**src/rtl/acc_cpu_pkg.sv**
```systemverilog
// Shared definitions for the accumulator CPU core.
//   - Opcode encodings (3-bit op field of the instruction register).
//   - FSM state encoding used by acc_cpu_core.
//   - Field-position helpers: instruction fields are placed relative to the
//     top of the data word, so their bit positions depend on DATA_W / ADDR_W.
package acc_cpu_pkg;

    localparam logic [2:0] OP_ADD = 3'b000;
    localparam logic [2:0] OP_SUB = 3'b001;
    localparam logic [2:0] OP_XOR = 3'b010;
    localparam logic [2:0] OP_SHL = 3'b011;
    localparam logic [2:0] OP_LDA = 3'b100;
    localparam logic [2:0] OP_STA = 3'b101;
    localparam logic [2:0] OP_CMA = 3'b110;
    localparam logic [2:0] OP_JMP = 3'b111;  // with I=1 this encoding is HLT

    typedef enum logic [2:0] {
        S_FETCH  = 3'd0,
        S_LOADIR = 3'd1,
        S_DECODE = 3'd2,
        S_IND_RD = 3'd3,
        S_IND_LD = 3'd4,
        S_OP_RD  = 3'd5,
        S_EXEC   = 3'd6,
        S_HALT   = 3'd7
    } state_t;

    // Indirect-addressing bit: the MSB of the instruction word.
    function automatic int fld_ind(input int data_w);
        return data_w - 1;
    endfunction

    // Opcode occupies the three bits just below the indirect bit.
    function automatic int fld_op_msb(input int data_w);
        return data_w - 2;
    endfunction

    function automatic int fld_op_lsb(input int data_w);
        return data_w - 4;
    endfunction

    // Address field sits at the bottom of the word.
    function automatic int fld_addr_msb(input int addr_w);
        return addr_w - 1;
    endfunction

endpackage

```
**src/rtl/acc_cpu_alu.sv**
```systemverilog
// Combinational ALU for the accumulator CPU.
//   op     : opcode from the instruction register
//   ac     : current accumulator
//   dr     : operand read from memory
//   e_in   : current carry/borrow flag
//   result : new accumulator value (valid when we_ac=1)
//   e_out  : new carry/borrow flag (equals e_in for ops that leave it alone)
//   we_ac  : 1 when the opcode writes the accumulator
module acc_cpu_alu
    import acc_cpu_pkg::*;
#(
    parameter int DATA_W = 8
) (
    input  logic [2:0]        op,
    input  logic [DATA_W-1:0] ac,
    input  logic [DATA_W-1:0] dr,
    input  logic              e_in,
    output logic [DATA_W-1:0] result,
    output logic              e_out,
    output logic              we_ac
);

    logic [DATA_W:0] sum;
    logic [DATA_W:0] diff;

    // One extra bit captures carry out of the add and borrow out of the subtract.
    assign sum  = {1'b0, ac} + {1'b0, dr};
    assign diff = {1'b0, ac} - {1'b0, dr};

    always_comb begin
        result = ac;
        e_out  = e_in;
        we_ac  = 1'b1;
        case (op)
            OP_ADD: begin
                result = sum[DATA_W-1:0];
                e_out  = sum[DATA_W];
            end
            OP_SUB: begin
                result = diff[DATA_W-1:0];
                e_out  = diff[DATA_W];
            end
            OP_XOR: result = ac ^ dr;
            OP_SHL: begin
                result = {ac[DATA_W-2:0], 1'b0};
                e_out  = ac[DATA_W-1];
            end
            OP_LDA: result = dr;
            OP_CMA: result = ~ac;
            default: we_ac = 1'b0;  // STA and JMP/HLT leave AC untouched
        endcase
    end

endmodule

```
**src/rtl/acc_cpu_core.sv**
```systemverilog
// Multi-cycle accumulator CPU core driving an external synchronous
// single-port memory with one cycle of read latency.
//   CLK, RST    : clock, synchronous active-high reset
//   mem_addr    : PC during fetch, AR otherwise
//   mem_wdata   : always the accumulator
//   mem_we      : write strobe, only in S_EXEC of a STA
//   mem_rdata   : read data, valid the cycle after mem_addr
//   ac, pc      : accumulator and program counter
//   e_flag      : carry/borrow flag
//   z_flag      : AC==0 flag
//   halted      : core is parked in S_HALT
//   instr_done  : single-cycle pulse on the last cycle of each instruction
// The FSM register is the signal 'state' (type state_t) for observation.
module acc_cpu_core
    import acc_cpu_pkg::*;
#(
    parameter int DATA_W   = 8,
    parameter int ADDR_W   = 4,
    parameter int RESET_PC = 0
) (
    input  logic              CLK,
    input  logic              RST,
    output logic [ADDR_W-1:0] mem_addr,
    output logic [DATA_W-1:0] mem_wdata,
    output logic              mem_we,
    input  logic [DATA_W-1:0] mem_rdata,
    output logic [DATA_W-1:0] ac,
    output logic [ADDR_W-1:0] pc,
    output logic              e_flag,
    output logic              z_flag,
    output logic              halted,
    output logic              instr_done
);

    localparam int IND_BIT  = fld_ind(DATA_W);
    localparam int OP_MSB   = fld_op_msb(DATA_W);
    localparam int OP_LSB   = fld_op_lsb(DATA_W);
    localparam int ADDR_MSB = fld_addr_msb(ADDR_W);

    state_t state, state_nxt;

    // IR is kept as its decoded fields; the unused middle bits are never stored.
    logic              ir_ind;
    logic [2:0]        ir_op;
    logic [ADDR_W-1:0] ir_addr;

    logic [ADDR_W-1:0] pc_q, ar_q;
    logic [DATA_W-1:0] ac_q;
    logic              e_q, z_q;

    logic [DATA_W-1:0] alu_res;
    logic              alu_e, alu_we;

    acc_cpu_alu #(.DATA_W(DATA_W)) u_alu (
        .op     (ir_op),
        .ac     (ac_q),
        .dr     (mem_rdata),
        .e_in   (e_q),
        .result (alu_res),
        .e_out  (alu_e),
        .we_ac  (alu_we)
    );

    // Next state and per-state outputs.
    always_comb begin
        state_nxt  = state;
        mem_addr   = ar_q;
        mem_we     = 1'b0;
        instr_done = 1'b0;
        case (state)
            S_FETCH: begin
                mem_addr  = pc_q;
                state_nxt = S_LOADIR;
            end
            S_LOADIR: state_nxt = S_DECODE;
            S_DECODE: begin
                if (ir_op == OP_SHL || ir_op == OP_CMA) begin
                    state_nxt = S_EXEC;
                end else if (ir_op == OP_JMP) begin
                    if (ir_ind) begin
                        state_nxt = S_HALT;
                    end else begin
                        instr_done = 1'b1;
                        state_nxt  = S_FETCH;
                    end
                end else if (ir_ind) begin
                    state_nxt = S_IND_RD;
                end else if (ir_op == OP_STA) begin
                    state_nxt = S_EXEC;
                end else begin
                    state_nxt = S_OP_RD;
                end
            end
            S_IND_RD: state_nxt = S_IND_LD;
            S_IND_LD: state_nxt = (ir_op == OP_STA) ? S_EXEC : S_OP_RD;
            S_OP_RD:  state_nxt = S_EXEC;
            S_EXEC: begin
                // Reset in the store cycle must suppress the write.
                mem_we     = (ir_op == OP_STA) && !RST;
                instr_done = 1'b1;
                state_nxt  = S_FETCH;
            end
            S_HALT:  state_nxt = S_HALT;
            default: state_nxt = S_FETCH;
        endcase
    end

    always_ff @(posedge CLK) begin
        if (RST) begin
            state   <= S_FETCH;
            pc_q    <= ADDR_W'(RESET_PC);
            ar_q    <= '0;
            ir_ind  <= 1'b0;
            ir_op   <= 3'b000;
            ir_addr <= '0;
            ac_q    <= '0;
            e_q     <= 1'b0;
            z_q     <= 1'b1;
        end else begin
            state <= state_nxt;
            case (state)
                S_LOADIR: begin
                    ir_ind  <= mem_rdata[IND_BIT];
                    ir_op   <= mem_rdata[OP_MSB:OP_LSB];
                    ir_addr <= mem_rdata[ADDR_MSB:0];
                    pc_q    <= pc_q + 1'b1;
                end
                S_DECODE: begin
                    ar_q <= ir_addr;
                    if (ir_op == OP_JMP && !ir_ind) pc_q <= ir_addr;
                end
                S_IND_LD: ar_q <= mem_rdata[ADDR_MSB:0];
                S_EXEC: begin
                    if (alu_we) begin
                        ac_q <= alu_res;
                        e_q  <= alu_e;
                        z_q  <= (alu_res == '0);
                    end
                end
                default: ;
            endcase
        end
    end

    assign mem_wdata = ac_q;
    assign ac        = ac_q;
    assign pc        = pc_q;
    assign e_flag    = e_q;
    assign z_flag    = z_q;
    assign halted    = (state == S_HALT);

endmodule

```
**config.mk**
```make
export PLATFORM = sky130hd
export DESIGN_NAME = acc_cpu_core
export DESIGN_NICKNAME = d
export VERILOG_FILES = /design/src/rtl/acc_cpu_pkg.sv /design/src/rtl/acc_cpu_alu.sv /design/src/rtl/acc_cpu_core.sv
export SDC_FILE = /design/constraint.sdc
export NUM_CORES = 1
export LEC_CHECK = 0
export ABC_AREA = 1
export BUFFER_PORTS_ARGS = -buffer_cell sky130_fd_sc_hd__buf_2
export CORE_MARGIN = 8
export CORE_UTILIZATION = 25
export DETAILED_ROUTE_END_ITERATION = 8
export HOLD_SLACK_MARGIN = 0.06
export PLACE_DENSITY = 0.51
export SETUP_SLACK_MARGIN = 0.5
export SLEW_MARGIN = 20
export SYNTH_ARGS = -nofsm -noshare
export SYNTH_HDL_FRONTEND = slang
export SYNTH_SLANG_ARGS = --single-unit
export TNS_END_PERCENT = 100
```
**constraint.sdc**
```tcl
create_clock -name CLK -period 3.9 [get_ports CLK]
set_input_delay 0.78 -clock CLK [delete_from_list [all_inputs] [get_ports CLK]]
set_output_delay 0.78 -clock CLK [all_outputs]
set_load 0.01 [all_outputs]
```
# Word level (Yosys, flattened, before mapping)
# Cells that the tools add are included.
# totals
regBits	29
input_bits	10
out_inout_bits	29
wordCells	62
# op_classes
add_sub_neg	3
eq_ne	15
muxes	18
bitwise	2
reduce_logical	15
# ops
op	n
$pmux W8 S6	1
$eq A3 B3 Y1 const B	8
$pmux W3 S8	1
$pmux W4 S2	2
$eq A3 B2 Y1 const B	4
$mux W3	4
$add A8 B8 Y9	1
$sub A8 B8 Y9	1
$logic_not A8 Y1	1
$mux W4	2
$not A8 Y8	1
$xor A8 B8 Y8	1
$eq A3 B1 Y1 const B	2
$logic_not A3 Y1	2
$reduce_or A6 Y1	1
$mux W1	5
$add A4 B1 Y4 const B	1
$reduce_and A2 Y1	2
$reduce_bool A2 Y1	2
$pmux W1 S3	1
$reduce_and A3 Y1	1
$reduce_bool A3 Y1	1
$logic_and A1 B1 Y1	2
$logic_not A1 Y1	2
4 further kinds	4

# Longest topological paths before layout
# Gate-level depths: netlist of the first run.
# depth
depth_word	6
ltp_mapped	15

# By module
# Synthesis of the first run repeated with hierarchy kept, for this count alone.
# unflattened
cells_unflattened	424
hier_area_um2	2635.0
# by_module_without_submodules
mod	instances	cells_per_inst	area_per_inst_um2	seq_area_each_um2
acc_cpu_core	1	214	1468.9	580.6
acc_cpu_alu	1	210	1166.1	0.0

# Worst setup path before layout of the first run
# No wires, ideal clock.
# synth_timing
path_kind	in2out
from	input RST
to	output mem_we
arrival_ns	1.461
setup_slack_ns	1.659
cell_stages	3
path_buffers	2
cell_sequence	clkbuf_1 > clkbuf_1 > nor3_1
# synth_via
elab_chain_cells	3
# synth_lines
item	line	text
start, declared	acc_cpu_core.sv:22	input logic RST,
$logic_not A1 Y1	acc_cpu_core.sv:99	mem_we = (ir_op == OP_STA) && !RST;
$logic_and A1 B1 Y1	acc_cpu_core.sv:99	
$mux W1	acc_cpu_core.sv:70	case (state)
end, declared	acc_cpu_core.sv:25	output logic mem_we,
# Every way passes these cells.

# Worst setup path after layout of the first run
# layout_timing
from	register ir_op[2]
to	output instr_done
# layout_via
elab_chain_cells	4
word_cells_on_any_way	7
classes_between	eq/ne: 3; mux: 3; reduce/logical: 1
# layout_lines
item	line	text
start, declared	acc_cpu_core.sv:44	logic [2:0] ir_op;
start signal, assigned	acc_cpu_core.sv:124	ir_op <= mem_rdata[OP_MSB:OP_LSB];
$eq A3 B3 Y1 (tied with other cells)	acc_cpu_core.sv:79	end else if (ir_op == OP_JMP) begin
$mux W1 or $logic_or A1 B1 Y1 (tied branches)	acc_cpu_core.sv:79, acc_cpu_core.sv:77	
$mux W1 *	acc_cpu_core.sv:77	if (ir_op == OP_SHL || ir_op == OP_CMA) begin
$pmux W1 S2 *	acc_cpu_core.sv:70	
end, declared	acc_cpu_core.sv:32	output logic instr_done
# Mark *: on every way between the ends. The rest lies on a longest branch, timed or not.

==> metrics.txt, run 1 <==
status complete, no violations; Clock Skew ~0.0094 ns; DR vias/cell 4.63; Die W 118 um; Synth Net Count 456; deepest clock path buffer count 2; Final GP Congestion 0.906; most numerous cell in the Yosys netlist nand2_1; synth unique cells 33; Seq/Total Area, Yosys 0.225; hold crit path type reg2reg; total die area 13800 um^2; Post-layout nets 481; crit path launch type flip-flop; hold path start ar_q[3]; setup TNS 0 ns; Final Max Tran Viols 0; # rows 37; Hold WS 0.475 ns; #FFs+latches synth 29; Most used DFF post-synth dfxtp_1; global-route wire length before repair roughly 13 mm; fraction of layout cells with a size suffix above 1 0.140; asr flop ratio synth 0; DR vias 2716; largest net degree at the start of global routing 18; CP endpoint kind output pin; post-layout min period 2.67 ns; reg2reg start ac[0]; CTS resizes 0; reg2reg path depth 11; CTS tree yes; Worst VDD drop 0.172 mV; Initial DRT Pass Iterations 4; Hold-fix buffers, CTS 0; DP Wirelength 6.39 mm; reg2reg setup slack between 1.5 and 2 ns; CP startpoint ir_op[2]; synth warn 0; total of max-cap violations 0; Critical Path AT about 1.9 ns; maximum fanout along the worst path 11; GR Util All Layers 0.114; Antenna Cells 0; FMAX 374 MHz; headroom to the max-slew limit 0.705; Area Overhead vs Synth 14.4%; Synth Instances around 430; part of the cycle the worst path needs 0.685; syn_area_per_cell 6.08 um^2; CTS Buf Count 5; # setup viols final 0; CTS sink count 29; area of the multi-input gates between 1500 and 2000 um^2; clk slew on worst S/H paths 0.07 ns; H-tree Lvls 2; core area 10200 um^2; FF/Latch Area between 500 and 600 um^2; Mapped Area ~2600 um^2; top-area cell type share of the netlist area 0.225; commonest cells in the netlist nand2_1 (108), inv_1 (62), nand3_1 (41), nor2_1 (41), dfxtp_1 (29); total leakage power 0.00149 uW; Root Driver clkbuf_8; antenna violation net count after detailed routing 0; leading post-synthesis cells by cell area dfxtp_1 (22%), nand2_1 (16%), ha_1 (9.2%), inv_1 (9.0%), nand3_1 (7.9%); Hold EP ar_q[3]; worst slew pin tran 0.441 ns; Fill cells 1181; RSZ-0062 raised after global routing no; post-CTS setup buffers 0; initial DRC count 187; IO buf count 38; largest area contributor in the netlist dfxtp_1; vias in the first global route ~2.7k; total gr overflow 0; DRC Markers 0; initial antenna violation count 0; Post-synth EDFFs 0; CP required 3.12 ns; I/O pins 39; clock latency on the worst-skew pair 0.28 ns; Post-Route WL roughly 8 mm; WS Path Type reg2out; Initial Utilization 0.254; DIE HEIGHT about 120 um; worst flop-to-flop path endpoint z_flag; PD cells 562 nW/um^2; Hold Path Cell Cnt 2; final count of hold timing violations 0; routed len/inst approximately 14 um
-- area by class of cell --
| type | count | share of cell area |
|---|---|---|
| clock buffers | 5 | 0.0233 |
| clock inverters | 3 | 0.0220 |
| inverters | 68 | 0.0864 |
| multi-input cells | 308 | 0.550 |
| flip-flops and latches | 29 | 0.196 |
| well taps | 136 | 0.0576 |
| repair buffers | 38 | 0.0644 |
-- power by group --
| group | total (uW) | switching, uW | internal, uW |
|---|---|---|---|
| registers | 486 | 105 | 381 |
| logic | 797 | 536 | 262 |
| clock network | 378 | 124 | 254 |
-- through the flow --
step | utilization | power (uW) | setup slack (ns) | instances | instance area (um^2)
after global placement | 0.277 | 1290 | 1.29 | 579 | 2820
after floorplan | - | 1070 | 1.66 | 425 | 2580
after CTS | 0.290 | 1670 | 1.21 | 587 | 2960
after global routing | 0.290 | 1810 | 1.02 | 587 | 2960
final | 0.290 | 1660 | 1.23 | 587 | 2960
after detailed placement | 0.277 | 1290 | 1.30 | 579 | 2820
-- metal layers --
metal | vias up | GRT usage | part of all wire
met1 | 1218 | 0.153 | 0.49
met5 | - | 0 | 0
li1 | 1418 | - | -
met2 | 74 | 0.182 | 0.45
met3 | 6 | 0.0211 | 0.051
met4 | 0 | 0.0344 | 0.014
-- flip-flops by register name, summed over array words and instances, names as in the netlist --
name,flops
ac,8
ar_q,4
ir_addr,4
pc,4
ir_op,3
state,3
e_flag,1
ir_ind,1
z_flag,1
-- worst max path at each step --
stage / endpoint / slack, ns / depth (start not counted)
final: instr_done / 1.23 / 6
after detailed placement: z_flag / 1.30 / 15
after CTS: instr_done / 1.21 / 6
after floorplan: mem_we / 1.66 / 3
after global routing: instr_done / 1.02 / 6
after global placement: e_flag / 1.29 / 15
-- critical path: stages, from the launching register on --
cell and delay [ns]:
dfxtp_1 0.57, nand2_1 0.27, nor2_1 0.16, ha_1 0.21, nand3_1 0.08, o21ai_0 0.16, buf_2 0.16
-- cell usage in the layout (no fill, tap or decap) --
cell / n
a21oi_1: 27
o21ai_0: 27
o21ai_1: 3
nand2_1: 108
mux2_2: 1
o22ai_1: 4
inv_1: 62
nor2_2: 5
buf_2: 38
or2_2: 1
a211oi_1: 3
fa_1: 2
clkbuf_8: 5
nor2_8: 1
ha_1: 19
bufinv_16: 2
dfxtp_1: 29
nand3_1: 41
nand3b_1: 2
nor2_1: 41
nand3_2: 1
a31oi_1: 4
nand3_4: 1
nor3_1: 4
nor4_1: 1
a21oi_2: 1
clkinv_2: 1
xnor2_1: 1
nand4_1: 7
a221oi_1: 2
inv_2: 6
a41oi_1: 1
-- cell families (layout without fill, tap and decap cells) --
family,count (synthesis),count (layout),synth area share
AND/OR/NAND/NOR,213,213,0.362
buffers and inverters,88,114,0.146
AO/OA/AOI/OAI,72,72,0.152
flip-flops,29,29,0.225
adder cells (fa/ha/maj),21,21,0.108
XOR/XNOR,1,1,0.00339
multiplexers,1,1,0.00436
(Power assumes the default switching activity.)
==> run 2, diff against run 1 <==
--- a/config.mk
+++ b/config.mk
@@ -11,7 +11,7 @@
 export CORE_UTILIZATION = 25
 export DETAILED_ROUTE_END_ITERATION = 8
 export HOLD_SLACK_MARGIN = 0.06
-export PLACE_DENSITY = 0.51
+export PLACE_DENSITY = 0.53
 export SETUP_SLACK_MARGIN = 0.5
 export SLEW_MARGIN = 20
 export SYNTH_ARGS = -nofsm -noshare
==> constraint.sdc (replaced) <==
create_clock -name CLK -period 2.37 [get_ports CLK]
set_input_delay 0.474 -clock CLK [delete_from_list [all_inputs] [get_ports CLK]]
set_output_delay 0.474 -clock CLK [all_outputs]
set_load 0.01 [all_outputs]
==> run 2 against run 1 <==
Wire length rose by 6.4%; final area rose by 10%; sequential share of layout area fell by 1.4 points; clock power rose by 4%; global-route usage rose by 0.49 points; total power rose by 69%; clock skew fell by 0.0029 ns; combinational power rose by 110%; critical path depth rose by 6; setup slack got worse by 0.85 ns.
==> metrics.txt, run 2 (synthesis gave the netlist of run 1 again) <==
GR Util All Layers 0.119; area of the multi-input gates 1820 um^2; Hold WS 0.482 ns; CTS sink count 29; clock share of power 0.140; worst path cell trace inv_4, ha_4, fa_1, nand3b_1, nand2_1, nor2_2, nand3_2, nor2_4, nand3_2, nor2_1, nand2_1, nand2_1; Clock Skew between 0.006 and 0.007 ns; hold crit path type reg2reg; deepest clock path buffer count 2; part of the cycle the worst path needs 0.839; Die W 118 um; Area Overhead vs Synth 26.2%; PD cells 863 nW/um^2; FMAX 503 MHz; CTS Buf Count 5; Antenna Cells 0; Final Max Tran Viols 0; CP required 2.60 ns; global-route wire length before repair 13.7 mm; largest net degree at the start of global routing 18; Pint approximately 1400 uW; final count of hold timing violations 0; commonest non-fill, non-tap cell in the layout nand2_1; Fill cells around 1.1k; initial antenna violation count 0; fraction of layout cells with a size suffix above 1 0.269; WS Path Type reg2reg; vias in the first global route 2728; antenna violation net count after detailed routing 0; # rows 37; Initial Utilization 0.254; worst slew pin tran 0.417 ns; Critical Path AT 2.21 ns; met1 GRT Util 0.158; total leakage power 0.00158 uW; status complete, no violations; Most Crowded Layer GR met2; Worst VDD drop 0.249 mV; total die area between 10000 and 15000 um^2; post-layout min period about 2.0 ns; total of max-cap violations 0; Root Driver clkbuf_8; maximum fanout along the worst path 4; Largest register FFs 8; routed len/inst 14.1 um; RSZ-0062 raised after global routing yes; CP most frequent cell nand2_1; final cell count without fillers 605; # setup viols final 0; total gr overflow 0; DR vias/cell 4.71; CP max-delay cell fa_1; met2 usage in global routing 0.194; Setup WS post-layout ~0.38 ns; CP top delay family simple AND/OR/NAND/NOR gates; initial DRC count 208; I/O pins 39; headroom to the max-slew limit 0.722; crit path launch type flip-flop; commonest non-fill, non-tap cells in the layout nand2_1 (99), inv_1 (55), nor2_1 (37), buf_2 (37), nand3_1 (35); Post-layout nets ~500; peak per-stage delay on the critical path 0.55 ns; IO buf count 38; DR vias ~2.9k; CTS tree yes; part of the power in registers 0.272; clock latency on the worst-skew pair 0.28 ns; overall power 2810 uW; DRC Markers 0; clk slew on worst S/H paths 0.07 ns; number of cells after detailed placement between 500 and 600; Buf+Inv Stages, Crit Path 1; met3 usage 0.0201; CP endpoint kind flip-flop; DP Wirelength 6.58 mm; DIE HEIGHT 118 um; Switching Fraction 0.499; setup TNS 0 ns; Psw 1400 uW; DP Worst Slack 0.0756 ns; core area roughly 10000 um^2; Post-Route WL ~8.5 mm; Initial DRT Pass Iterations 4; Comb pwr share 0.588; H-tree Lvls 2; Final GP Congestion 0.914; FF/Latch Area 594 um^2
run 2: layout make-up:
| type | instances | area share |
|---|---|---|
| clock buffers | 6 | 0.0223 |
| clock inverters | 2 | 0.00307 |
| inverters | 68 | 0.0790 |
| multi-input cells | 308 | 0.559 |
| flip-flops and latches | 29 | 0.182 |
| well taps | 136 | 0.0522 |
| repair buffers | 56 | 0.102 |
run 2: power by group through the flow:
| stage | clock [uW] | sequential [uW] | combinational [uW] |
|---|---|---|---|
| floorplan | 0 | 748 | 1010 |
| global placement | 0 | 760 | 1420 |
| detailed placement | 0 | 760 | 1410 |
| CTS | 407 | 750 | 1500 |
| global route | 431 | 781 | 1840 |
| finish | 395 | 765 | 1650 |
run 2: metal layers:
layer,up-vias,part of all wire
met2,67,0.47
met3,10,0.041
li1,1454,-
met5,-,0
met1,1320,0.47
met4,0,0.016
run 2: through the flow:
stage          cell area, um^2   util
2_1_floorplan             2580      -
3_3_place_gp              2900  0.285
3_5_place_dp              2900  0.285
4_1_cts                   3100  0.305
5_1_grt                   3260  0.320
6_report                  3260  0.320
run 2: worst min-delay path, delay by kind of cell, from the launching register on:
kind / cells / cell delay, ns
AO/OA/AOI/OAI: 1 / 0.06
flip-flops: 1 / 0.31
AND/OR/NAND/NOR: 1 / 0.06
run 2: path summary, 6_finish.rpt:
check | start | to | slack (ns) | cells after the start
hold / removal | ar_q[3] | ar_q[3] | 0.48 | 2
setup / recovery | ac[0] | z_flag | 0.38 | 12
hold reg to reg | ar_q[3] | ar_q[3] | 0.48 | 2
setup reg to reg | ac[0] | z_flag | 0.38 | 12
run 2: timing repair:
| item | in CTS | in global routing |
|---|---|---|
| pin swaps | 10 | 9 |
| hold buffers | 0 | 0 |
| buffers inserted | 7 | 1 |
| resized for setup | 25 | 41 |
| endpoints found under the setup margin | 10 | 11 |
==> run 3, diff against run 2 <==
--- a/config.mk
+++ b/config.mk
@@ -11,7 +11,7 @@
 export CORE_UTILIZATION = 25
 export DETAILED_ROUTE_END_ITERATION = 8
 export HOLD_SLACK_MARGIN = 0.06
-export PLACE_DENSITY = 0.53
+export PLACE_DENSITY = 0.51
 export SETUP_SLACK_MARGIN = 0.5
 export SLEW_MARGIN = 20
 export SYNTH_ARGS = -nofsm -noshare
==> constraint.sdc (replaced) <==
create_clock -name CLK -period 1.9 [get_ports CLK]
set_input_delay 0.38 -clock CLK [delete_from_list [all_inputs] [get_ports CLK]]
set_output_delay 0.38 -clock CLK [all_outputs]
set_load 0.01 [all_outputs]
==> run 3 against run 2 <==
The flow now finishes with violations (negative setup slack); critical path depth stayed put; total power grew 45%; wire length rose by 4.6%; clock power grew 31%; non-clock buffer count increased by 40; maximum frequency grew 0.81%; via count up 6.8%; cell count up 6.6%; sequential power increased by 29%; clock-buffer cell count down 1; hold slack worse by 0.021 ns; register-to-register slack worse by 0.45 ns; critical endpoint unchanged.
==> metrics.txt, run 3 (synthesis gave the netlist of run 1 again) <==
status finished with violations; failing checks negative setup slack; CTS Buf Count 5; Final Max Tran Viols 0; Hold EP ir_ind; CP required approximately 2.1 ns; H-tree Lvls 2; clk slew on worst S/H paths roughly 0.07 ns; FF/Latch Area between 600 and 700 um^2; Post-Route WL 8.91 mm; final count of hold timing violations 0; worst flop-to-flop path endpoint z_flag; Initial Utilization 0.254; maximum fanout along the worst path 4; total leakage power 0.00186 uW; DIE HEIGHT 118 um; # rows 37; DP Worst Slack -0.193 ns; Design Area, Final 3790 um^2; global-route wire length before repair 14.3 mm; Setup WS post-layout -0.0729 ns; reg2reg path depth 12; Post-layout nets approximately 540; reg2reg start ac[0]; antenna violation net count after detailed routing 0; CP most frequent cell nor2_1; Final GP Congestion 0.884; hold crit path type in2reg; Area Overhead vs Synth 46.6%; fin util 0.372; DR vias 3046; Critical Path AT 2.21 ns; I/O pins 39; fraction of layout cells with a size suffix above 1 0.391; largest net degree at the start of global routing 18; RSZ-0062 raised after global routing yes; final cell count without fillers 645; Worst VDD drop 0.356 mV; # setup viols final 1; routed len/inst 13.8 um; total die area 13800 um^2; Root Driver clkbuf_8; Largest register FFs 8; number of cells after detailed placement around 600; Initial DRT Pass Iterations 5; Die W 118 um; reg2reg setup slack -0.07 ns; deepest clock path buffer count 2; Hold Path Cell Cnt 3; CTS tree yes; initial DRC count 202; DP Wirelength 6.81 mm; peak per-stage delay on the critical path 0.51 ns; vias in the first global route 2894; WS Path Type reg2reg; Antenna Cells 0; DR vias/cell about 4.7; part of the cycle the worst path needs 1.04; clock latency on the worst-skew pair about 0.29 ns; FMAX 507 MHz; CP endpoint kind flip-flop; core area 10200 um^2; post-layout min period 1.97 ns; PD cells 1080 nW/um^2; commonest non-fill, non-tap cell in the layout nand2_1; IO buf count 38; Clock Skew 0.00570 ns; crit path launch type flip-flop; DRC Markers 0; Hold-fix buffers, CTS 0; worst path cell trace ha_4, inv_2, fa_2, nand3b_1, o21ai_1, nor2_1, nand3_1, nor2_1, nand3_1, nor2_1, nand2_1, nand2_1; CP max-delay cell fa_2; CTS sink count 29; dpl cell area around 3200 um^2; setup TNS -0.0729 ns; total gr overflow 0; area of the multi-input gates 1960 um^2; headroom to the max-slew limit 0.703; worst slew pin tran between 0.4 and 0.5 ns; Fill cells ~1.1k; hold path start mem_rdata[7]; GR Util All Layers 0.125; commonest non-fill, non-tap cells in the layout nand2_1 (88), inv_1 (50), buf_4 (49), nor2_1 (36), buf_2 (36); total of max-cap violations 0; initial antenna violation count 0
[run 3: cell types whose count changed in the layout (fill, tap and decap cells not counted), sizes merged]
cell      previous run  this run
clkinvlp             0         1
buf                 56        96
clkbuf               6         5
[run 3: cell type report]
class / count / share of cell area
Sequential cell: 29 / 0.161
Inverter: 68 / 0.0727
Timing Repair Buffer: 96 / 0.180
Tap cell: 136 / 0.0449
Clock inverter: 3 / 0.00462
Multi-Input combinational cell: 308 / 0.518
Clock buffer: 5 / 0.0182
[run 3: how the worst max path moves through the flow]
stage | startpoint | end | slack (ns)
2_1_floorplan | ac[0] | z_flag | 0.18
3_3_place_gp | mem_rdata[0] | z_flag | -0.16
3_5_place_dp | mem_rdata[0] | z_flag | -0.19
4_1_cts | ac[0] | z_flag | -0.04
5_1_grt | ac[0] | z_flag | -0.17
6_report | ac[0] | z_flag | -0.07
[run 3: where the power goes]
part           leakage, uW  internal, uW  total [uW]  switching [uW]
Sequential        0.000244           808         988             180
Combinational      0.00157          1090        2580            1490
Clock            0.0000439           253         519             267
Total              0.00186          2150        4090            1940
[run 3: critical path: cells and delay by family, from the launching register on]
| family | cells | cell delay [ns] |
|---|---|---|
| adder cells (fa/ha/maj) | 2 | 0.65 |
| buffers and inverters | 1 | 0.03 |
| AO/OA/AOI/OAI | 1 | 0.06 |
| flip-flops | 1 | 0.39 |
| AND/OR/NAND/NOR | 8 | 0.79 |
[run 3: per-layer routing]
metal | vias up | part of all wire | track usage
met2 | 77 | 0.49 | 0.217
met1 | 1423 | 0.45 | 0.160
met3 | 5 | 0.053 | 0.0187
met5 | - | 0 | 0
met4 | 0 | 0.0075 | 0.0240
li1 | 1541 | - | -
[run 3: through the flow]
| step | hold WS, ns | power [uW] |
|---|---|---|
| 6_report | 0.461 | 4090 |
| 2_1_floorplan | 0.445 | 2250 |
| 3_3_place_gp | 0.476 | 2810 |
| 3_5_place_dp | 0.473 | 2820 |
| 4_1_cts | 0.460 | 3670 |
| 5_1_grt | 0.472 | 4410 |
[run 3: what timing repair did]
action,4_1_cts,5_1_grt
resized for setup,54,47
setup buffers,11,15
endpoints found under the setup margin,25,27
pin swaps,18,17
